File: config.mk
export PLATFORM = sky130hd
export DESIGN_NAME = seg_frame_demux
export DESIGN_NICKNAME = d
export VERILOG_FILES = /design/src/rtl/seg_frame_demux.sv
export SDC_FILE = /design/constraint.sdc
export NUM_CORES = 1
export LEC_CHECK = 0
export CORE_MARGIN = 8
export CORE_UTILIZATION = 30
export DETAILED_ROUTE_END_ITERATION = 16
export PLACE_DENSITY_LB_ADDON = 0.12
export SYNTH_ARGS = -nofsm -noshare
export SYNTH_HDL_FRONTEND = slang
export SYNTH_SLANG_ARGS = --single-unit
export TNS_END_PERCENT = 30
File: constraint.sdc
create_clock -name i_clk -period 2.94 [get_ports i_clk]
set_input_delay 0.294 -clock i_clk [delete_from_list [all_inputs] [get_ports i_clk]]
set_output_delay 0.294 -clock i_clk [all_outputs]
set_load 0.03 [all_outputs]
File: src/rtl/seg_frame_demux.sv
// rtl/seg_frame_demux.sv - segment-bus frame demultiplexer with atomic display commit and watchdog blanking
module seg_frame_demux #(
    parameter int         NUM_DIGITS     = 6,
    parameter int         IDX_W          = 3,
    parameter int         TIMEOUT_CYCLES = 1000000,
    parameter logic [0:6] BLANK_SEG      = 7'b0000000
) (
    input  logic                      i_clk,
    input  logic                      i_rst,
    input  logic                      i_in_valid,
    input  logic [IDX_W-1:0]          i_in_idx,
    input  logic [0:6]                i_in_seg,
    input  logic                      i_in_last,
    output logic                      o_in_ready,
    output logic [0:7*NUM_DIGITS-1]   o_digit_seg,
    output logic                      o_commit,
    output logic                      o_frame_err,
    output logic                      o_stale
);

    localparam int               WD_W     = $clog2(TIMEOUT_CYCLES + 1);
    localparam logic [WD_W-1:0]  WD_MAX   = WD_W'(TIMEOUT_CYCLES);
    localparam logic [IDX_W-1:0] LAST_IDX = IDX_W'(NUM_DIGITS - 1);

    typedef enum logic [1:0] {
        S_IDLE   = 2'd0,
        S_FILL   = 2'd1,
        S_DROP   = 2'd2,
        S_COMMIT = 2'd3
    } state_t;

    state_t           r_state;
    state_t           w_next_state;
    logic [IDX_W-1:0] r_exp;
    logic [0:6]       r_shadow [NUM_DIGITS];
    logic [0:6]       r_disp   [NUM_DIGITS];
    logic [WD_W-1:0]  r_wd;
    logic             r_frame_err;

    logic w_accept;
    logic w_in_frame;
    logic w_idx_match;
    logic w_good_mid;
    logic w_good_last;
    logic w_bad;
    logic w_stale;

    // Beat qualification: a beat is good only if it carries the expected index,
    // and in_last appears exactly on the final digit.
    assign w_accept    = i_in_valid && (r_state != S_COMMIT);
    assign w_in_frame  = (r_state == S_IDLE) || (r_state == S_FILL);
    assign w_idx_match = (i_in_idx == r_exp);
    assign w_good_mid  = w_accept && w_in_frame && w_idx_match && !i_in_last && (r_exp != LAST_IDX);
    assign w_good_last = w_accept && w_in_frame && w_idx_match &&  i_in_last && (r_exp == LAST_IDX);
    assign w_bad       = w_accept && w_in_frame && !w_good_mid && !w_good_last;
    assign w_stale     = (r_wd == WD_MAX);

    // State register
    always_ff @(posedge i_clk) begin
        if (i_rst) begin
            r_state <= S_IDLE;
        end else begin
            r_state <= w_next_state;
        end
    end

    // Next-state logic: a bad beat ending in in_last needs no drop phase
    always_comb begin
        w_next_state = r_state;
        case (r_state)
            S_IDLE, S_FILL: begin
                if (w_good_mid) begin
                    w_next_state = S_FILL;
                end else if (w_good_last) begin
                    w_next_state = S_COMMIT;
                end else if (w_bad) begin
                    w_next_state = i_in_last ? S_IDLE : S_DROP;
                end
            end
            S_DROP: begin
                if (w_accept && i_in_last) begin
                    w_next_state = S_IDLE;
                end
            end
            S_COMMIT: begin
                w_next_state = S_IDLE;
            end
            default: begin
                w_next_state = S_IDLE;
            end
        endcase
    end

    // Output logic: COMMIT back-pressures the bus for its single cycle
    always_comb begin
        o_in_ready  = (r_state != S_COMMIT);
        o_commit    = (r_state == S_COMMIT);
        o_frame_err = r_frame_err;
        o_stale     = w_stale;
        o_digit_seg = '0;
        for (int k = 0; k < NUM_DIGITS; k++) begin
            o_digit_seg[7*k +: 7] = w_stale ? BLANK_SEG : r_disp[k];
        end
    end

    // Expected-index tracker: restarts at 0 whenever the frame is not still filling
    always_ff @(posedge i_clk) begin
        if (i_rst) begin
            r_exp <= '0;
        end else if (w_good_mid) begin
            r_exp <= r_exp + IDX_W'(1);
        end else if (w_next_state != S_FILL) begin
            r_exp <= '0;
        end
    end

    // Shadow capture of in-order digits; contents after an error are never shown
    always_ff @(posedge i_clk) begin
        for (int k = 0; k < NUM_DIGITS; k++) begin
            if (i_rst) begin
                r_shadow[k] <= BLANK_SEG;
            end else if ((w_good_mid || w_good_last) && (r_exp == IDX_W'(k))) begin
                r_shadow[k] <= i_in_seg;
            end
        end
    end

    // Display registers load the whole shadow at once, so updates are never torn
    always_ff @(posedge i_clk) begin
        for (int k = 0; k < NUM_DIGITS; k++) begin
            if (i_rst) begin
                r_disp[k] <= BLANK_SEG;
            end else if (r_state == S_COMMIT) begin
                r_disp[k] <= r_shadow[k];
            end
        end
    end

    // Watchdog: cleared by a commit, otherwise counts up and holds at the limit
    always_ff @(posedge i_clk) begin
        if (i_rst) begin
            r_wd <= '0;
        end else if (r_state == S_COMMIT) begin
            r_wd <= '0;
        end else if (r_wd != WD_MAX) begin
            r_wd <= r_wd + WD_W'(1);
        end
    end

    // Frame error pulse, one cycle after the offending beat; DROP never re-pulses
    always_ff @(posedge i_clk) begin
        if (i_rst) begin
            r_frame_err <= 1'b0;
        end else begin
            r_frame_err <= w_bad;
        end
    end

endmodule

# [Word level (Yosys, flattened, before mapping)]
# Memory sizes are Yosys's and may differ from the RTL's.
# Cells that the tools add are included.
[word_totals] wordCells=109 ram_bits=84 register_bits=26 out_inout_bits=46 memories=2 inputBits=14
[memory_table] memory="r_disp" depth=6 width=7 read_ports=6 rd_clocked_by_memory_dff=0 wr=6 line_no="36" source="logic [0:6] r_disp [NUM_DIGITS];"
[memory_table] memory="r_shadow" depth=6 width=7 read_ports=6 rd_clocked_by_memory_dff=0 wr=6 line_no="35" source="logic [0:6] r_shadow [NUM_DIGITS];"
[op_classes] reduce_logical=26 eq_ne=14 bitwise=12 mux=49 n_addsub=2
[op_table] operator="two-way mux 7 bit" count=18
[op_table] operator="two-way mux 1 bit" count=23
[op_table] operator="adder 20 x 1 -> 20 bit (second input constant)" count=1
[op_table] operator="== test 20 bit (second input constant)" count=1
[op_table] operator="inequality test 20 bit (second input constant)" count=1
[op_table] operator="logical AND 1 bit" count=16
[op_table] operator="bitwise OR 1 bit" count=12
[op_table] operator="two-way mux 2 bit" count=5
[op_table] operator="== test 3 x 2 -> 1 bit (second input constant)" count=2
[op_table] operator="== test 3 bit (second input constant)" count=2
[op_table] operator="two-way mux 3 bit" count=2
[op_table] operator="one-hot mux 2 bit (3 select lines)" count=1
[op_table] operator="== test 2 bit (second input constant)" count=2
[op_table] operator="OR reduction 2 bit" count=2
[op_table] operator="adder 3 x 1 -> 3 bit (second input constant)" count=1
[op_table] operator="== test 3 x 1 -> 1 bit (second input constant)" count=1
[op_table] operator="== test 3 bit" count=1
[op_table] operator="logical NOT 1 bit" count=3
[op_table] operator="logical NOT 3 bit" count=1
[op_table] operator="inequality test 3 bit (second input constant)" count=1
[op_table] operator="== test 2 x 1 -> 1 bit (second input constant)" count=1
[op_table] operator="logical NOT 2 bit" count=1
[op_table] operator="logical OR 1 bit" count=2
[op_table] operator="inequality test 2 x 1 -> 1 bit (second input constant)" count=1
[op_table] operator="other kinds (2)" count=2

# [Depth between registers and ports, before layout]
# Gate-level depths: netlist (run 1).
[logic_depth] ltp_word=16 ltp_mapped=7 mapped_depth_nobuf=6

# [Least setup slack after synthesis (run 1)]
# No wires, ideal clock.
[synth_path] path_kind="input to register" start="in i_rst" end="mem r_disp[0][0] in the netlist's numbering (enable)" t_required_ns=2.517 arrival_ns=2.407 slack_ns=0.110 setup_ns=0.423 n_path_buf=2 stages=4 cell_sequence="clkbuf_1 -> a21oi_1 -> clkinv_1 -> clkbuf_1"
[synth_lines] item="start, declared" line_no="9" source="input logic i_rst,"
[synth_lines] item="end, declared" line_no="36"

# [Worst setup path after layout (run 1)]
[layout_path] start="reg r_wd[0]" end="out o_digit_seg[19] in the netlist's numbering"
[layout_between] elab_chain_len=2
[layout_lines] item="start, declared" line_no="37" source="logic [WD_W-1:0] r_wd;"
[layout_lines] item="start signal, assigned" line_no="146" source="r_wd <= r_wd + WD_W'(1);"
[layout_lines] item="== test 20 bit" line_no="56" source="assign w_stale = (r_wd == WD_MAX);"
[layout_lines] item="two-way mux 7 bit" line_no="102" source="o_digit_seg[7*k +: 7] = w_stale ? BLANK_SEG : r_disp[k];"
[layout_lines] item="end, declared" line_no="15" source="output logic [0:7*NUM_DIGITS-1] o_digit_seg,"
# No other way between the ends.

==> results of run 1 <==
## registers in the layout, summed over array words and instances (netlist names)
name and cells:
r_exp 3, r_state 2, r_disp 42, r_shadow 42, r_wd 20, o_frame_err 1
## cells in the final DEF, fill, tap and decap left out, types with 3 or more instances in the layout
cell type,count
nor2b_1,44
nand3b_1,4
o31ai_1,3
xor2_1,6
and3_1,3
nor2_2,7
or4_1,3
xnor2_1,7
clkbuf_16,9
a21o_1,4
nor4_1,11
or3_1,5
nor2_1,15
nand4_1,3
clkdlybuf4s50_1,16
nand2b_1,3
inv_1,18
buf_4,16
edfxtp_1,84
nor3_1,6
nand3_1,11
dlygate4sd2_1,32
ha_1,7
dfxtp_1,26
nand2_1,13
a21oi_1,12
o21ai_0,5
and2_1,72
## power groups by stage
stage	Combinational (W)	Clock (W)	Sequential, W
4_1_cts	0.000203	0.00126	0.00173
2_1_floorplan	0.000118	0	0.00176
5_1_grt	0.000214	0.00133	0.00173
3_5_place_dp	0.000214	0	0.00176
6_report	0.000198	0.00124	0.00173
3_3_place_gp	0.000212	0	0.00176
## worst min path at each step
stage	startpoint	to	cells past startpoint
after floorplan	r_wd[19]	r_wd[19]	2
after global placement	r_wd[18]	r_wd[18]	2
after detailed placement	r_wd[18]	r_wd[18]	2
after CTS	r_wd[18]	r_wd[18]	2
after global routing	r_shadow[3][0]	r_disp[3][0]	1
final	r_wd[18]	r_wd[18]	2
## cell type report
class | count | area (um2)
clock buffer | 10 | 229
clock inverter | 6 | 68.8
fill | 1632 | 10300
inverter | 19 | 71.3
multi-input combinational | 267 | 1760
sequential | 110 | 3040
tap | 220 | 275
timing repair buffer | 67 | 613
## worst max-delay path, stage by stage, from the launching register on
cell and delay (ns):
dfxtp_1 0.34, inv_1 0.10, ha_1 0.14, or4bb_1 0.45, nor3_2 0.19, and2_1 0.22
buf_12 0.18, nor2b_1 0.06, dlygate4sd2_1 0.35
## layer usage
metal | wire length, um | share of wire [%]
met5 | 0 | 0
met4 | 185 | 1.8
met3 | 433 | 4.2
met2 | 5110 | 49
met1 | 4700 | 45
## timing repair
item	in CTS	in global routing
endpoints found under the hold margin	0	0
gates resized for setup	32	2
pin swaps	0	0
gates cloned	0	0
setup endpoints to repair	32	32
## cells by family (layout without fill, tap and decap cells)
| kind of cell | Yosys count | in the layout | synth area share, % |
|---|---|---|---|
| flops | 110 | 110 | 61.3 |
| xor+xnor | 13 | 13 | 2.29 |
| simple gates | 215 | 215 | 27.1 |
| fa+ha+maj | 7 | 7 | 1.76 |
| compound gates | 31 | 31 | 3.96 |
| buf+inv | 37 | 102 | 3.38 |
| mux | 1 | 1 | 0.202 |
## stage by stage
| step | setup slack, ns | total power, W | utilization (%) | cells |
|---|---|---|---|---|
| 2_1_floorplan | 0.110 | 0.00188 | - | 414 |
| 3_3_place_gp | 0.324 | 0.00198 | 35.3 | 683 |
| 3_5_place_dp | 0.276 | 0.00198 | 35.3 | 683 |
| 4_1_cts | 0.122 | 0.00320 | 36.9 | 699 |
| 5_1_grt | 0.0582 | 0.00328 | 36.9 | 699 |
| 6_report | 0.236 | 0.00316 | 36.9 | 699 |
==> key figures, run 1 <==
Outcome
  – Outcome: complete, no violations

Yosys
  – Number of synthesized flops with an enable pin: 84
  – Synth top area share: 50.8%
  – Synth Register Bits: 110
  – Synthesized area: 4960 um2
  – Post-Synthesis Net Count: 435
  – Async S/R FF share, synth: 0%
  – Yosys warns: 0
  – Unique masters post-synth: 46
  – Post-synthesis sequential area ratio: 61.3%
  – Synth area leaders: edfxtp_1, dfxtp_1, and2_1, nor2b_1, ha_1
  – Synth area leader: edfxtp_1
  – Post-synth top cells: edfxtp_1, and2_1, nor2b_1, dfxtp_1, inv_1
  – Mapped Cells: 414
  – Top-count cell post-synth: edfxtp_1
  – Top_reg_cell synth: edfxtp_1
  – Syn_area_per_cell: 12.0 um2

Setup path
  – Terminus of the critical flop-to-flop path: r_shadow[4][5]
  – Worst setup path start: r_wd[0]
  – Worst reg2reg setup slack: 0.59 ns
  – R2R depth: 5
  – WS Path Type: register to primary output
  – Critical path arrival: 2.41 ns
  – Critical Path End: o_digit_seg[19]
  – Critical Path Source Type: register
  – Worst r2r src: r_exp[2]
  – Max FO, Critical Path: 31
  – Crit. End Element: primary output
  – Worst Path Required: 2.65 ns

Global route
  – GR Util All Layers: 10.4%
  – Met3 usage: 2.18%
  – Gr busiest metal: met2
  – First-pass GRT wire length: 16300 um
  – M1 GR Usage: 12.7%
  – Initial antenna violation count: 1
  – Vias in the first global route: 3085
  – Met2 usage: 17.2%
  – GRT Residual Overflow: 0
  – Pin count of the biggest net entering global routing: 60

Pwr
  – Reported net switching power: 0.000716 W
  – Switching part of the total: 22.6%
  – Max rail drop VDD: 0.250 mV
  – Register share of total power: 54.6%
  – Internal: 0.00245 W
  – Clock power frac: 39.2%
  – Combinational fraction of design power: 6.2%
  – Power Density: 522 nW/um2
  – Leak Pwr: 2.30 nW

Clocking
  – Cts hold-fix bufs: 0
  – # H-tree levels: 3
  – Total CTS buffers: 9
  – TritonCTS clock tree: done
  – Clk buf depth: 2
  – Clock transition at the registers of the reported paths: 0.07 ns
  – Post-CTS Setup Bufs: 0
  – CTS root buffer: clkbuf_16
  – Clock Latency Late Sink: 0.35 ns
  – Clk sink count: 110

Final layout
  – Nets@finish: 495
  – Layout cells sized above 1: 10.4%
  – Area growth from synthesis to layout: 22.1%
  – Final Instance Area: 6060 um2
  – Number of diodes: 0

Floorplan
  – Initial core utilization: 30.3%
  – Row cnt: 47
  – CORE AREA: 16400 um2
  – DIE AREA: 20900 um2
  – Die H: 145 um
  – Die width: 145 um
  – Io pins: 60

Timing
  – Worst slew pin tran: 0.604 ns
  – Sum Neg Setup Slack: 0 ns
  – Clk_skew: 0.00698 ns
  – Hold Vio Cnt, Final: 0
  – Setup repair after global routing missed its margin: no
  – Fmax: 370 MHz
  – Slew margin rel.: 59.6%
  – Setup violators final: 0
  – Tcrit/Tclk final: 92.0%
  – Max-slew violations: 0
  – Fin Hold WS: 0.501 ns
  – Final Critical Period: 2.70 ns

Drt
  – Drt drc: 0
  – Avg WL per Cell: 14.9 um
  – Via Count: 3102
  – Starting DRT DRC Count: 153
  – DR pass1 iterations: 4
  – Routed wire length: 10400 um
  – Routed Antenna Nets: 0
  – Vias/cell: 4.44

Placed design
  – Number of port buffers: 59
  – Routability cong.: 0.733
  – Placed inst area: 5790 um2
  – DP Wirelength: 7400 um

Worst hold path
  – Hold crit path type: register to register

Job
  – Max Cap Viol: 0
Note: power is estimated with default switching activity, not from simulation.
==> inputs of run 2 (changes only) <==
--- a/config.mk
+++ b/config.mk
@@ -9,6 +9,7 @@
 export CORE_UTILIZATION = 30
 export DETAILED_ROUTE_END_ITERATION = 16
 export PLACE_DENSITY_LB_ADDON = 0.12
+export SETUP_SLACK_MARGIN = 0.2
 export SYNTH_ARGS = -nofsm -noshare
 export SYNTH_HDL_FRONTEND = slang
 export SYNTH_SLANG_ARGS = --single-unit
==> key figures, run 2 (synthesized netlist as in run 1, its figures left out) <==
Final layout
  – Final Instance Area: 6020 um2
  – Nets@finish: 494
  – Number of diodes: 0
  – Top Registers: r_disp x42, r_shadow x42, r_wd x20
  – Area growth from synthesis to layout: 21.2%
  – Commonest cells after routing, fill and taps aside: edfxtp_1, and2_1, nor2b_1
  – # fillers: 1607
  – Area of the multi-input gates: 1770 um2
  – Sequential Area: 3040 um2
  – Layout cells sized above 1: 11.9%
  – Commonest non-fill, non-tap cell in the layout: edfxtp_1

Clocking
  – Clk buf depth: 2
  – Clock transition at the registers of the reported paths: 0.07 ns
  – TritonCTS clock tree: done
  – Post-CTS Setup Bufs: 0
  – Total CTS buffers: 9
  – Clk sink count: 110
  – # H-tree levels: 3
  – Clock Latency Late Sink: 0.35 ns
  – CTS root buffer: clkbuf_16

Floorplan
  – Initial core utilization: 30.3%
  – DIE AREA: 20900 um2
  – Io pins: 60
  – CORE AREA: 16400 um2
  – Die width: 145 um
  – Row cnt: 47
  – Die H: 145 um

Setup path
  – Crit. End Element: primary output
  – CP max-delay cell: or4bb_4
  – Critical path arrival: 2.36 ns
  – Worst setup path start: r_wd[0]
  – Critical Path Source Type: register
  – Largest stage delay, worst path: 0.48 ns
  – Worst Path Required: 2.65 ns
  – Worst r2r src: r_exp[2]
  – Max FO, Critical Path: 31
  – WS Path Type: register to primary output
  – Cells along the critical path: inv_1 -> ha_1 -> or4bb_4 -> nor3_4 -> and2_4 -> buf_12 -> nor2b_1 -> dlygate4sd2_1

Outcome
  – Outcome: complete, no violations

Global route
  – Pin count of the biggest net entering global routing: 44
  – GR Util All Layers: 10.6%
  – Vias in the first global route: 3010
  – GRT Residual Overflow: 0
  – Initial antenna violation count: 0
  – First-pass GRT wire length: 16500 um

Drt
  – Avg WL per Cell: 15.1 um
  – Routed wire length: 10500 um
  – Starting DRT DRC Count: 230
  – Via Count: 3092
  – Vias/cell: 4.43
  – Routed Antenna Nets: 0
  – DR pass1 iterations: 4
  – Drt drc: 0

Timing
  – Worst slew pin tran: 0.798 ns
  – Final Critical Period: 2.66 ns
  – Setup violators final: 0
  – Slew margin rel.: 46.8%
  – Tcrit/Tclk final: 90.4%
  – Hold Vio Cnt, Final: 0
  – Max-slew violations: 0
  – Setup repair after global routing missed its margin: yes
  – Fmax: 376 MHz
  – Sum Neg Setup Slack: 0 ns
  – Clk_skew: 0.00518 ns

Pwr
  – Max rail drop VDD: 0.263 mV
  – Leak Pwr: 2.27 nW
  – Power Density: 518 nW/um2

Worst hold path
  – Hold crit path type: register to register
  – Hold wc startpoint: r_wd[18]

Job
  – Max Cap Viol: 0

Placed design
  – DP Wirelength: 7370 um
  – Routability cong.: 0.764
  – Placed inst area: 5790 um2
  – Number of port buffers: 59
==> run 2: changes by cell type in the layout (fill, tap and decap cells not counted), moves of 2 or more <==
cell	before	now
inv_6	2	0
clkinv_1	0	2
buf_4	16	14
clkbuf_2	0	9
dlygate4sd2_1	32	25
==> run 2: worst paths after layout <==
check,slack [ns],depth (start not counted),to
setup / recovery,0.28,8,o_digit_seg[12]
hold / removal,0.49,2,r_wd[18]
setup reg to reg,0.58,5,r_shadow[4][6]
hold reg to reg,0.49,2,r_wd[18]
==> run 2: layout make-up <==
type                            count  area share, %
Sequential cell                   110           50.6
Multi-Input combinational cell    267           29.5
Timing Repair Buffer               66           9.46
Tap cell                          220           4.58
Clock buffer                       11           3.87
Inverter                           19           1.19
Clock inverter                      5          0.832
==> run 2: worst max-delay path, delay by kind of cell, from the launching register on <==
| family | cells | cell delay, ns |
|---|---|---|
| fa+ha+maj | 1 | 0.14 |
| buf+inv | 3 | 0.60 |
| simple gates | 4 | 0.91 |
| flops | 1 | 0.34 |
==> run 2: where the power goes <==
part,total [W],switching (W),internal (W)
combinational,0.000198,0.000131,0.0000669
sequential,0.00173,0.0000161,0.00171
clock,0.00119,0.000537,0.000655
==> run 2: through the flow <==
step           setup WS (ns)  total power [W]  util, %  cells  hold WS, ns
4_1_cts                0.225          0.00316     36.8    698        0.490
3_3_place_gp           0.291          0.00198     35.3    682        0.471
5_1_grt                0.138          0.00325     36.7    698        0.530
3_5_place_dp           0.249          0.00198     35.3    682        0.478
2_1_floorplan          0.723          0.00188        -    414        0.447
6_report               0.282          0.00312     36.7    698        0.488
==> run 2: repair_timing <==
action | 4_1_cts | 5_1_grt
resized for setup | 36 | 20
hold buffers | 0 | 0
setup endpoints to repair | 34 | 33
==> run 2: routing by layer <==
metal | global-route usage (%) | vias up | wire, um
met2 | 16.9 | 60 | 5080
met1 | 13.4 | 1466 | 4660
met5 | 0 | - | 0
met3 | 1.95 | 13 | 542
met4 | 5.59 | 0 | 220
li1 | - | 1553 | -
==> inputs of run 3 (changes only) <==
--- a/config.mk
+++ b/config.mk
@@ -8,8 +8,10 @@
 export CORE_MARGIN = 8
 export CORE_UTILIZATION = 30
 export DETAILED_ROUTE_END_ITERATION = 16
+export MAX_ROUTING_LAYER = met4
 export PLACE_DENSITY_LB_ADDON = 0.12
 export SETUP_SLACK_MARGIN = 0.2
+export SLEW_MARGIN = 10
 export SYNTH_ARGS = -nofsm -noshare
 export SYNTH_HDL_FRONTEND = slang
 export SYNTH_SLANG_ARGS = --single-unit
==> key figures, run 3 (synthesized netlist as in run 1, its figures left out) <==
Setup path
  – Cells along the critical path: inv_1 -> ha_1 -> or4bb_4 -> nor3_4 -> and2_4 -> buf_12 -> nor2b_1 -> dlygate4sd2_1
  – WP buf/inv: 3
  – Largest stage delay, worst path: 0.48 ns
  – WS Path Type: register to primary output
  – Max FO, Critical Path: 31
  – Worst Path Required: 2.65 ns
  – Critical Path Source Type: register
  – Crit. End Element: primary output
  – Critical path arrival: 2.36 ns
  – CP max-delay cell: or4bb_4
  – CP delay by family, top: simple AND/OR/NAND/NOR gates

Final layout
  – Top Registers: r_disp x42, r_shadow x42, r_wd x20
  – Number of diodes: 0
  – # fillers: 1607
  – Area of the multi-input gates: 1770 um2
  – Layout cells sized above 1: 11.9%
  – Area growth from synthesis to layout: 21.2%
  – Nets@finish: 494
  – Commonest cells after routing, fill and taps aside: edfxtp_1, and2_1, nor2b_1
  – Sequential Area: 3040 um2
  – Commonest non-fill, non-tap cell in the layout: edfxtp_1

Drt
  – DR pass1 iterations: 4
  – Drt drc: 0
  – Via Count: 3077
  – Routed Antenna Nets: 0
  – Routed wire length: 10500 um
  – Avg WL per Cell: 15.0 um
  – Vias/cell: 4.41
  – Starting DRT DRC Count: 213

Clocking
  – Post-CTS Setup Bufs: 0
  – # H-tree levels: 3
  – Clock transition at the registers of the reported paths: 0.07 ns
  – Clock Latency Late Sink: 0.35 ns
  – Clk buf depth: 2
  – Clk sink count: 110
  – Total CTS buffers: 9
  – TritonCTS clock tree: done
  – Cts hold-fix bufs: 0
  – CTS root buffer: clkbuf_16

Pwr
  – Internal: 0.00243 W
  – Combinational fraction of design power: 6.4%
  – Switching part of the total: 21.9%
  – Register share of total power: 55.4%
  – Power Density: 518 nW/um2
  – Reported net switching power: 0.000683 W
  – Leak Pwr: 2.27 nW
  – Max rail drop VDD: 0.263 mV
  – Clock power frac: 38.2%

Timing
  – Max-slew violations: 0
  – Final Critical Period: 2.66 ns
  – Fmax: 377 MHz
  – Clk_skew: 0.00546 ns
  – Setup violators final: 0
  – Worst slew pin tran: 0.798 ns
  – Slew margin rel.: 46.8%
  – Setup repair after global routing missed its margin: yes
  – Fin Hold WS: 0.488 ns
  – Tcrit/Tclk final: 90.3%
  – Hold Vio Cnt, Final: 0
  – Sum Neg Setup Slack: 0 ns

Floorplan
  – Row cnt: 47
  – Die width: 145 um
  – DIE AREA: 20900 um2
  – Io pins: 60
  – Initial core utilization: 30.3%
  – CORE AREA: 16400 um2
  – Die H: 145 um

Placed design
  – Number of port buffers: 59
  – Routability cong.: 0.774
  – DP Wirelength: 7370 um

Global route
  – Vias in the first global route: 3009
  – GR Util All Layers: 10.9%
  – Pin count of the biggest net entering global routing: 44
  – GRT Residual Overflow: 0
  – Initial antenna violation count: 0
  – First-pass GRT wire length: 16500 um

Job
  – Max Cap Viol: 0

Outcome
  – Outcome: complete, no violations

Worst hold path
  – Hold crit path type: register to register
run 3: cell counts in the layout (fill, tap and decap cells not counted):
No cell type changed its count.
run 3: timing repair:
action | CTS | global route
gates resized for setup | 36 | 20
setup endpoints to repair | 34 | 33
pin swaps | 0 | 0
run 3: final timing paths:
kind,start,endpoint,slack [ns],cells after the start
max,r_wd[0],o_digit_seg[12],0.28,8
min,r_wd[18],r_wd[18],0.49,2
max reg2reg,r_exp[2],r_shadow[5][0],0.59,5
min reg2reg,r_wd[18],r_wd[18],0.49,2
run 3: tightest hold or removal path, delay by kind of cell (launching register included):
| family | cells | cell delay (ns) |
|---|---|---|
| AO/OA/AOI/OAI | 2 | 0.12 |
| flip-flops | 1 | 0.32 |
run 3: cell type report:
| type | count | share of cell area (%) |
|---|---|---|
| tap | 220 | 4.58 |
| sequential | 110 | 50.6 |
| clock inverter | 5 | 0.832 |
| clock buffer | 11 | 3.87 |
| multi-input combinational | 267 | 29.5 |
| inverter | 19 | 1.19 |
| timing repair buffer | 66 | 9.46 |
run 3: metal layers:
layer | GRT usage, % | share of wire (%) | vias to the layer above | wire length, um
met3 | 1.78 | 3.4 | 13 | 353
met2 | 17.0 | 49 | 46 | 5100
met4 | 5.59 | 2.1 | 0 | 224
met5 | - | 0 | - | 0
li1 | - | - | 1552 | -
met1 | 13.5 | 46 | 1466 | 4810
run 3: power by group through the flow:
stage                     Sequential [W]  Combinational (W)  Clock, W
after floorplan                  0.00176           0.000118         0
after global routing             0.00173           0.000214   0.00130
after global placement           0.00176           0.000213         0
after detailed placement         0.00176           0.000216         0
after CTS                        0.00173           0.000205   0.00123
final                            0.00173           0.000198   0.00119
run 3: per-stage QoR:
stage / area (um2) / worst slack, ns / utilization (%) / total power, W / instances
final: 6020 / 0.285 / 36.7 / 0.00312 / 698
after global placement: 5790 / 0.291 / 35.3 / 0.00198 / 682
after detailed placement: 5790 / 0.249 / 35.3 / 0.00198 / 682
after global routing: 6020 / 0.138 / 36.7 / 0.00325 / 698
after floorplan: 4970 / 0.723 / - / 0.00188 / 414
after CTS: 6040 / 0.225 / 36.8 / 0.00316 / 698
